[src/rtl/rst_seq_pkg.sv]
// -----------------------------------------------------------------------------
// rst_seq_pkg
//   Shared definitions for the reset domain sequencer: the sequencer state
//   encoding and the width of the step index that is exported for debug.
// -----------------------------------------------------------------------------
package rst_seq_pkg;

  // Width of the step index; wide enough to address up to eight domains.
  localparam int STEP_W = 3;

  // DOWN / UP are the settled states. The two *_WAIT states walk the domains
  // one at a time: REL_WAIT releases in ascending order, AST_WAIT re-asserts
  // in descending order.
  typedef enum logic [1:0] {
    ST_DOWN     = 2'd0,
    ST_REL_WAIT = 2'd1,
    ST_UP       = 2'd2,
    ST_AST_WAIT = 2'd3
  } seq_state_e;

endpackage : rst_seq_pkg

[src/rtl/rst_seq_delay_cnt.sv]
// -----------------------------------------------------------------------------
// rst_seq_delay_cnt
//   Inter-step delay counter. Loads a value, counts down once per cycle while
//   enabled, and holds at zero (never wraps) until it is loaded again.
//
// Ports
//   clock       in   1      clock
//   reset_n     in   1      asynchronous active-low reset (count clears to 0)
//   load_i      in   1      load load_val_i this cycle (wins over dec_i)
//   load_val_i  in   CNT_W  value to load
//   dec_i       in   1      decrement enable
//   zero_o      out  1      count is zero
// -----------------------------------------------------------------------------
module rst_seq_delay_cnt #(
  parameter int CNT_W = 8
) (
  input  logic             clock,
  input  logic             reset_n,
  input  logic             load_i,
  input  logic [CNT_W-1:0] load_val_i,
  input  logic             dec_i,
  output logic             zero_o
);

  logic [CNT_W-1:0] cnt_q;
  logic [CNT_W-1:0] cnt_d;

  // NOTE: every signal driven here gets its hold value first, so no path
  // through the block leaves it unassigned and no latch is inferred.
  always_comb begin
    cnt_d = cnt_q;
    if (load_i) begin
      cnt_d = load_val_i;
    end else if (dec_i && (cnt_q != '0)) begin
      cnt_d = cnt_q - CNT_W'(1);
    end
  end

  // NOTE: state registers use non-blocking assignments so every flop samples
  // the pre-edge values of its inputs, independent of statement order.
  always_ff @(posedge clock or negedge reset_n) begin
    if (!reset_n) begin
      cnt_q <= '0;
    end else begin
      cnt_q <= cnt_d;
    end
  end

  assign zero_o = (cnt_q == '0);

endmodule : rst_seq_delay_cnt

[src/rtl/reset_domain_sequencer.sv]
// -----------------------------------------------------------------------------
// reset_domain_sequencer
//   Orders release and re-assertion of N_DOM downstream reset domains. On a
//   rising req_on the domains are released in ascending order, on a falling
//   req_on they are re-asserted in descending order, with dly_q+1 cycles
//   between steps. ack follows req_on once the sequence for that level has
//   completed; a reversal mid-sequence turns around from the current position
//   without disturbing domains already released (or held).
//
// Ports
//   clock      in   1      clock
//   reset_n    in   1      asynchronous active-low reset
//   req_on     in   1      requested level: 1 = domains up, 0 = domains down
//   ack        out  1      settled level, equals req_on after completion
//   busy       out  1      a release/assert sequence is in progress
//   cfg_we     in   1      write strobe for the delay register
//   cfg_dly    in   CNT_W  new inter-step delay (cycles)
//   dom_rst_n  out  N_DOM  per-domain active-low reset, thermometer coded
//   step_idx   out  3      domain currently being waited on (debug)
// -----------------------------------------------------------------------------
module reset_domain_sequencer
  import rst_seq_pkg::*;
#(
  parameter int N_DOM   = 2,
  parameter int CNT_W   = 8,
  parameter int DLY_RST = 16
) (
  input  logic              clock,
  input  logic              reset_n,
  input  logic              req_on,
  output logic              ack,
  output logic              busy,
  input  logic              cfg_we,
  input  logic [CNT_W-1:0]  cfg_dly,
  output logic [N_DOM-1:0]  dom_rst_n,
  output logic [STEP_W-1:0] step_idx
);

  localparam logic [CNT_W-1:0]  DLY_RST_V = CNT_W'(DLY_RST);
  localparam logic [STEP_W-1:0] LAST_STEP = STEP_W'(N_DOM - 1);
  localparam logic [N_DOM-1:0]  ALL_UP    = {N_DOM{1'b1}};

  seq_state_e        state_q, state_d;
  logic [STEP_W-1:0] step_q,  step_d;
  logic [N_DOM-1:0]  dom_q,   dom_d;
  logic              ack_q,   ack_d;
  logic              busy_q,  busy_d;
  logic [CNT_W-1:0]  dly_q,   dly_d;

  logic [N_DOM-1:0]  step_mask;
  logic              step_released;
  logic              cnt_load;
  logic [CNT_W-1:0]  cnt_load_val;
  logic              cnt_dec;
  logic              cnt_zero;

  // A write in the same cycle as a reload takes effect for that reload.
  assign dly_d        = cfg_we ? cfg_dly : dly_q;
  assign cnt_load_val = dly_d;

  // One-hot select of the current domain; avoids indexing the domain vector
  // with a step index that may be wider than needed.
  assign step_mask     = N_DOM'(1) << step_q;
  assign step_released = (dom_q & step_mask) != '0;

  assign cnt_dec = (state_q == ST_REL_WAIT) || (state_q == ST_AST_WAIT);

  rst_seq_delay_cnt #(
    .CNT_W (CNT_W)
  ) u_delay_cnt (
    .clock      (clock),
    .reset_n    (reset_n),
    .load_i     (cnt_load),
    .load_val_i (cnt_load_val),
    .dec_i      (cnt_dec),
    .zero_o     (cnt_zero)
  );

  // Completion is split in two cases: if ack already shows the target level
  // (the sequence is a reversal back to where ack stands) the FSM settles on
  // the same edge as the last domain step; otherwise it waits one more cycle
  // so ack changes together with busy falling. This keeps ack == req_on
  // whenever busy is low, and ack never moves during a reversal.
  always_comb begin
    state_d  = state_q;
    step_d   = step_q;
    dom_d    = dom_q;
    ack_d    = ack_q;
    busy_d   = busy_q;
    cnt_load = 1'b0;

    unique case (state_q)
      ST_DOWN: begin
        if (req_on) begin
          state_d  = ST_REL_WAIT;
          step_d   = '0;
          busy_d   = 1'b1;
          cnt_load = 1'b1;
        end
      end

      ST_REL_WAIT: begin
        if (!req_on) begin
          if ((dom_q == '0) && !ack_q) begin
            // Nothing released yet: turn straight back to DOWN.
            state_d = ST_DOWN;
            busy_d  = 1'b0;
          end else begin
            // Re-assert from the highest released domain downward.
            state_d  = ST_AST_WAIT;
            cnt_load = 1'b1;
            if (step_released) begin
              step_d = step_q;
            end else if (step_q != '0) begin
              step_d = step_q - STEP_W'(1);
            end else begin
              step_d = '0;
            end
          end
        end else if (dom_q == ALL_UP) begin
          state_d = ST_UP;
          ack_d   = 1'b1;
          busy_d  = 1'b0;
        end else if (cnt_zero) begin
          dom_d = dom_q | step_mask;
          if (step_q == LAST_STEP) begin
            if (ack_q) begin
              state_d = ST_UP;
              busy_d  = 1'b0;
            end
          end else begin
            step_d   = step_q + STEP_W'(1);
            cnt_load = 1'b1;
          end
        end
      end

      ST_UP: begin
        if (!req_on) begin
          state_d  = ST_AST_WAIT;
          step_d   = LAST_STEP;
          busy_d   = 1'b1;
          cnt_load = 1'b1;
        end
      end

      ST_AST_WAIT: begin
        if (req_on) begin
          if ((dom_q == ALL_UP) && ack_q) begin
            // Nothing re-asserted yet: turn straight back to UP.
            state_d = ST_UP;
            busy_d  = 1'b0;
          end else begin
            // Release again from the lowest held domain upward.
            state_d  = ST_REL_WAIT;
            cnt_load = 1'b1;
            if (dom_q == ALL_UP) begin
              step_d = LAST_STEP;
            end else if (step_released) begin
              step_d = step_q + STEP_W'(1);
            end else begin
              step_d = step_q;
            end
          end
        end else if (dom_q == '0) begin
          state_d = ST_DOWN;
          ack_d   = 1'b0;
          busy_d  = 1'b0;
        end else if (cnt_zero) begin
          dom_d = dom_q & ~step_mask;
          if (step_q == '0) begin
            if (!ack_q) begin
              state_d = ST_DOWN;
              busy_d  = 1'b0;
            end
          end else begin
            step_d   = step_q - STEP_W'(1);
            cnt_load = 1'b1;
          end
        end
      end

      default: begin
        state_d = ST_DOWN;
      end
    endcase
  end

  always_ff @(posedge clock or negedge reset_n) begin
    if (!reset_n) begin
      state_q <= ST_DOWN;
      step_q  <= '0;
      dom_q   <= '0;
      ack_q   <= 1'b0;
      busy_q  <= 1'b0;
      dly_q   <= DLY_RST_V;
    end else begin
      state_q <= state_d;
      step_q  <= step_d;
      dom_q   <= dom_d;
      ack_q   <= ack_d;
      busy_q  <= busy_d;
      dly_q   <= dly_d;
    end
  end

  assign ack       = ack_q;
  assign busy      = busy_q;
  assign dom_rst_n = dom_q;
  assign step_idx  = step_q;

endmodule : reset_domain_sequencer

[config.mk]
export PLATFORM = sky130hd
export DESIGN_NAME = reset_domain_sequencer
export DESIGN_NICKNAME = d
export VERILOG_FILES = /design/src/rtl/rst_seq_pkg.sv /design/src/rtl/rst_seq_delay_cnt.sv /design/src/rtl/reset_domain_sequencer.sv
export SDC_FILE = /design/constraint.sdc
export NUM_CORES = 1
export LEC_CHECK = 0
export CORE_UTILIZATION = 60
export DETAILED_ROUTE_END_ITERATION = 10
export MAX_ROUTING_LAYER = met4
export PLACE_DENSITY_LB_ADDON = 0.1
export RECOVER_POWER = 25
export SYNTH_ARGS = -nofsm -noshare
export SYNTH_HDL_FRONTEND = slang
export SYNTH_SLANG_ARGS = --single-unit
[constraint.sdc]
create_clock -name clock -period 5.7 [get_ports clock]
set_clock_uncertainty 0.2 [all_clocks]
set_input_delay 1.425 -clock clock [delete_from_list [all_inputs] [get_ports clock]]
set_output_delay 1.425 -clock clock [all_outputs]
set_load 0.01 [all_outputs]
==> impl_metrics.ini, run 1 <==
[clock_tree]
cts_hold_buf = 0
cts_tree = yes
clockRootBuffer = clkbuf_4
post_cts_resized = 0
cts.clk_slew.worst_paths_ns = 0.13
cts.sinks = 25
htreeDepth = 1
cts_made_buffers = 3
clock_latency_ns = 0.31
postCtsSetupRepairBufs = 0
clk_path_buf_depth = 2

[finish]
diodes = 0
final_common_cell = dfrtp_1
finish.instance_area_um2 = 1880
area_growth_pct = 10.8
layout_common_cells = dfrtp_1, clkdlybuf4s50_1, nor2_1
nNetsFinal = 202
ff_latch_area_um2 = 627
fillerInstances = 211
multiInputGateArea_um2 = 975
utilization_pct = 73.2
final_cells = 213
layout-drive-gt1-share_pct = 14.8

[pwr]
ir_drop_v = 0.000436
power_uw = 878
p_per_area_nw_per_um2 = 467
p_leak_nw = 0.813

[floorplanning]
ios = 19
die_area_um2 = 3050
placementRows = 18
die_w_um = 55.2
initial_core_util_pct = 66.1
die_y_um = 55.2
core-area_um2 = 2570

[drt]
wirelength_um = 3540
drtAntennaViolNets = 0
wire_per_inst_um = 16.6
drtPass1Iterations = 4
vias = 1352
drc = 0
drtIter0Drc = 34
via_per_inst = 6.35

[yosys]
yosysSeqAreaShare_pct = 36.9
async_flop_share_pct = 100
synth_cells = 170
synth_top_area_cell = dfrtp_1
synth_top_area_share_pct = 35.4
synth_edf_count = 0
ys_types = 53
synth_ff_type = dfrtp_1
yosys-top-cells-area = dfrtp_1, mux2_2, mux2_4, ha_1, nor2_1
ys_ff_latch = 25
avgSynthCellArea_um2 = 9.99
syn-num-nets = 188
yosys_warnings = 0
syn-cell-area_um2 = 1700

[place]
dpl.cell_count = 209
routabilityCongestion = 0.979
io_buffers = 18
post-place-ws_ns = 1.59
place_area_um2 = 1850
hpwl_um = 2610

[hold_path]
hp-class = flip-flop to flip-flop

[setup_path]
end_kind = flip-flop
cp.arrival_ns = 3.79
path_class = input pin to flip-flop
critPathRequiredTime_ns = 5.71
critPathMaxFanout = 23
setup.worst_path.start_class = input pin

[sta]
period_share_pct = 66.3
period_needed_ns = 3.78
setup-tns-final_ns = 0
setup_ws_ns = 1.92
slew_violations = 0
max_slew_margin_pct = 25.1
final-setup-viol-count = 0
fin_hold_ws_ns = 0.305
rsz0062_at_grt = no
final-hold-violation-count = 0
worstMarginPinSlew_ns = 1.12
timing.fmax_ghz = 0.265

[global_route]
grt_pass1_vias = 1214
gr-total-overflow = 0
grt_max_degree = 26
antenna_found_initial = 0
grt_util_all_layers_pct = 26.4
grt_pass1_wl_um = 5490

[status]
outcome = complete, no violations

[run]
maxCapViolCount = 0
## sequential cells by signal (all words and copies together) (netlist names), named ones only
signal / cells
state_q: 2
dly_q: 8
u_delay_cnt.cnt_q: 8
ack: 1
busy: 1
step_idx: 3
## worst max-delay path: stages
cell	delay, ns
clkdlybuf4s50_1	0.77
and3b_2	0.44
and3_1	0.18
o21ai_2	0.13
a31o_1	0.49
mux2_4	0.35
## per-layer routing
metal / up-vias / GRT usage (%) / share of wire (%)
met5: - / - / 0
met3: 2 / 6.01 / 4.7
met1: 659 / 35.3 / 47
li1: 650 / - / -
met4: 0 / 3.33 / 0.34
met2: 41 / 42.2 / 48
## power by group
part	total, mW	switching, mW	internal (mW)
sequential	0.335	0.0979	0.237
combinational	0.467	0.222	0.245
clock	0.0763	0.0501	0.0262
## synthesized netlist by cell type, types with 2 or more instances
master,n
nand4_1,3
clkbuf_1,2
buf_4,3
nor2_1,13
buf_6,2
mux2_2,12
and3_1,2
nor3_1,6
o22ai_1,2
dfrtp_1,24
inv_1,9
a32o_1,2
ha_1,6
and2_1,2
a21o_1,2
buf_2,2
mux2_4,8
o21ai_0,8
nand2b_1,3
nor4_1,5
o31ai_1,2
a21oi_1,6
nand2_1,11
or3_1,2
nor4b_1,2
nand4b_1,2
xor2_1,3
## path summary, 6_finish.rpt
path	endpoint	start	slack, ns	depth (start not counted)
setup / recovery	u_delay_cnt.cnt_q[5]$_DFFE_PN0P_	req_on	1.92	6
hold / removal	dly_q[0]$_DFF_PN0_	dly_q[0]$_DFF_PN0_	0.30	1
setup reg to reg	u_delay_cnt.cnt_q[5]$_DFFE_PN0P_	step_idx[0]$_DFFE_PN0P_	2.98	7
hold reg to reg	dly_q[0]$_DFF_PN0_	dly_q[0]$_DFF_PN0_	0.30	1
max in group asynchronous	u_delay_cnt.cnt_q[0]$_DFFE_PN0P_	reset_n	3.07	1
min in group asynchronous	async pin	reset_n	1.56	1
## logic make-up after synthesis
family,after synthesis,share of synthesized area [%]
and+or+nand+nor,63,22.0
xor gates and xnor gates,4,2.06
muxes,21,15.6
buffers and inverters,18,5.67
adders and majority gates,6,4.42
DFF,25,36.9
AOI/OAI and AO/OA,33,13.3
## area by class of cell
class,instances,area share [%]
multi-input cells,127,51.8
repair buffers,18,9.58
well taps,30,2.00
inverters,9,1.80
clock inverters,1,0.266
clock buffers,3,1.20
flip-flops and latches,25,33.3
(Power assumes the default switching activity.)
==> inputs of run 2 (changes only) <==
--- a/config.mk
+++ b/config.mk
@@ -5,7 +5,7 @@
 export SDC_FILE = /design/constraint.sdc
 export NUM_CORES = 1
 export LEC_CHECK = 0
-export CORE_UTILIZATION = 60
+export CORE_UTILIZATION = 56
 export DETAILED_ROUTE_END_ITERATION = 10
 export MAX_ROUTING_LAYER = met4
 export PLACE_DENSITY_LB_ADDON = 0.1
==> constraint.sdc (replaced) <==
create_clock -name clock -period 3.59 [get_ports clock]
set_clock_uncertainty 0.2 [all_clocks]
set_input_delay 0.8975 -clock clock [delete_from_list [all_inputs] [get_ports clock]]
set_output_delay 0.8975 -clock clock [all_outputs]
set_load 0.01 [all_outputs]
==> run 2 against run 1 <==
Net effect:
- the flow now finishes with violations (DRC)
- sequential power increased by 58%
- clock power grew 81%
- global-route usage is 2.5 points lower
- core utilization down 5.7 points
- combinational power up 58%
- via count up 0.59%
- first-iteration DRC count is 140% higher
- sequential cell count did not move
- critical path type unchanged
- critical endpoint unchanged
==> impl_metrics.ini, run 2 (same netlist as run 1, synthesis figures left out) <==
[status]
outcome = complete, but fails checks
violations = DRC

[finish]
diodes = 0
final_cells = 216
nNetsFinal = 204
layout-drive-gt1-share_pct = 18.4
utilization_pct = 67.6
layout_common_cells = dfrtp_1, clkdlybuf4s50_1, nor2_1
area_growth_pct = 11.6
final_common_cell = dfrtp_1

[setup_path]
rrSetupSlack_ns = 0.93
r2r_cells = 7
path_class = input pin to flip-flop
endpoint = u_delay_cnt.cnt_q[5]$_DFFE_PN0P_
path_buf_inv = 1
max_stage_delay_ns = 0.57
r2r-end = u_delay_cnt.cnt_q[5]$_DFFE_PN0P_
rr_startpoint = step_idx[0]$_DFFE_PN0P_
critPathMaxFanout = 11
critPathRequiredTime_ns = 3.63
cp.arrival_ns = 2.93
crit_path_cell_trace = clkdlybuf4s50_1 -> and3b_2 -> and3_1 -> o21ai_2 -> a31o_1 -> mux2_4
crit_slowest_cell = clkdlybuf4s50_1
crit_family = compound AO/OA/AOI/OAI gates
cp_num_cells = 6
setup.worst_path.start_class = input pin
end_kind = flip-flop
crit_start = req_on

[clock_tree]
cts_tree = yes
postCtsSetupRepairBufs = 0
htreeDepth = 1
clk_path_buf_depth = 2
clock_latency_ns = 0.34
cts.clk_slew.worst_paths_ns = 0.15
cts_hold_buf = 0
post_cts_resized = 0
clockRootBuffer = clkbuf_4
cts_made_buffers = 3
cts.sinks = 25

[drt]
vias = 1360
drc = 2
drtIter0Drc = 82
wire_per_inst_um = 16.0
drtPass1Iterations = 7
wirelength_um = 3460
via_per_inst = 6.30
drtAntennaViolNets = 0

[place]
io_buffers = 18
routabilityCongestion = 0.886
hpwl_um = 2590
dpl.cell_count = 212
post-place-ws_ns = 0.351

[global_route]
grt_pass1_wl_um = 5930
grt_max_degree = 26
grt_util_all_layers_pct = 24.0
grt_use_met1_pct = 33.1
met3_usage_pct = 2.72
gr-total-overflow = 0
grt_pass1_vias = 1323
grt_use_met2_pct = 37.1
gr-max-usage-layer = met2
antenna_found_initial = 0

[floorplanning]
placementRows = 19
die_y_um = 57.1
core-area_um2 = 2810
die_area_um2 = 3260
die_w_um = 57.1
initial_core_util_pct = 60.5
ios = 19

[pwr]
p_per_area_nw_per_um2 = 741
p_leak_nw = 0.814
power_mw = 1.40
ir_drop_v = 0.000428

[sta]
final-hold-violation-count = 0
timing.fmax_ghz = 0.347
final-setup-viol-count = 0
setup-tns-final_ns = 0
worstMarginPinSlew_ns = 1.34
period_needed_ns = 2.89
max_slew_margin_pct = 10.7
rsz0062_at_grt = no
setup_ws_ns = 0.705
slew_violations = 0
period_share_pct = 80.4

[run]
maxCapViolCount = 0

[hold_path]
hp-class = flip-flop to flip-flop
-- run 2: where the power goes --
part,leakage [nW],total [mW],internal (mW),switching [mW]
Sequential,0.302,0.528,0.376,0.151
Combinational,0.498,0.739,0.391,0.347
Clock,0.0139,0.138,0.0428,0.0948
-- run 2: per-layer routing --
metal / wire length (um) / share of wire, %
met5: 0 / 0
met4: 38 / 1.1
met3: 124 / 3.6
met2: 1630 / 47
met1: 1670 / 48
-- run 2: how the worst min path moves through the flow --
stage / from / end / slack [ns] / cells after the start
2_1_floorplan: dly_q[0]$_DFF_PN0_ / dly_q[0]$_DFF_PN0_ / 0.27 / 1
3_3_place_gp: dly_q[3]$_DFF_PN0_ / dly_q[3]$_DFF_PN0_ / 0.28 / 1
3_5_place_dp: dly_q[5]$_DFF_PN0_ / dly_q[5]$_DFF_PN0_ / 0.29 / 1
4_1_cts: dly_q[5]$_DFF_PN0_ / dly_q[5]$_DFF_PN0_ / 0.32 / 1
5_1_grt: dly_q[2]$_DFF_PN0_ / dly_q[2]$_DFF_PN0_ / 0.33 / 1
6_report: dly_q[5]$_DFF_PN0_ / dly_q[5]$_DFF_PN0_ / 0.32 / 1
-- run 2: cell type report --
type                       count  area, um2
inverter                       9       33.8
clock inverter                 1       7.51
sequential                    25        627
multi-input combinational    127        975
tap                           31       38.8
clock buffer                   3       22.5
fill                         242        910
timing repair buffer          20        191
-- run 2: metrics by stage --
stage	hold slack [ns]	area (um2)
3_3_place_gp	0.282	1870
3_5_place_dp	0.286	1870
5_1_grt	0.334	1900
6_report	0.315	1900
2_1_floorplan	0.272	1700
4_1_cts	0.318	1900
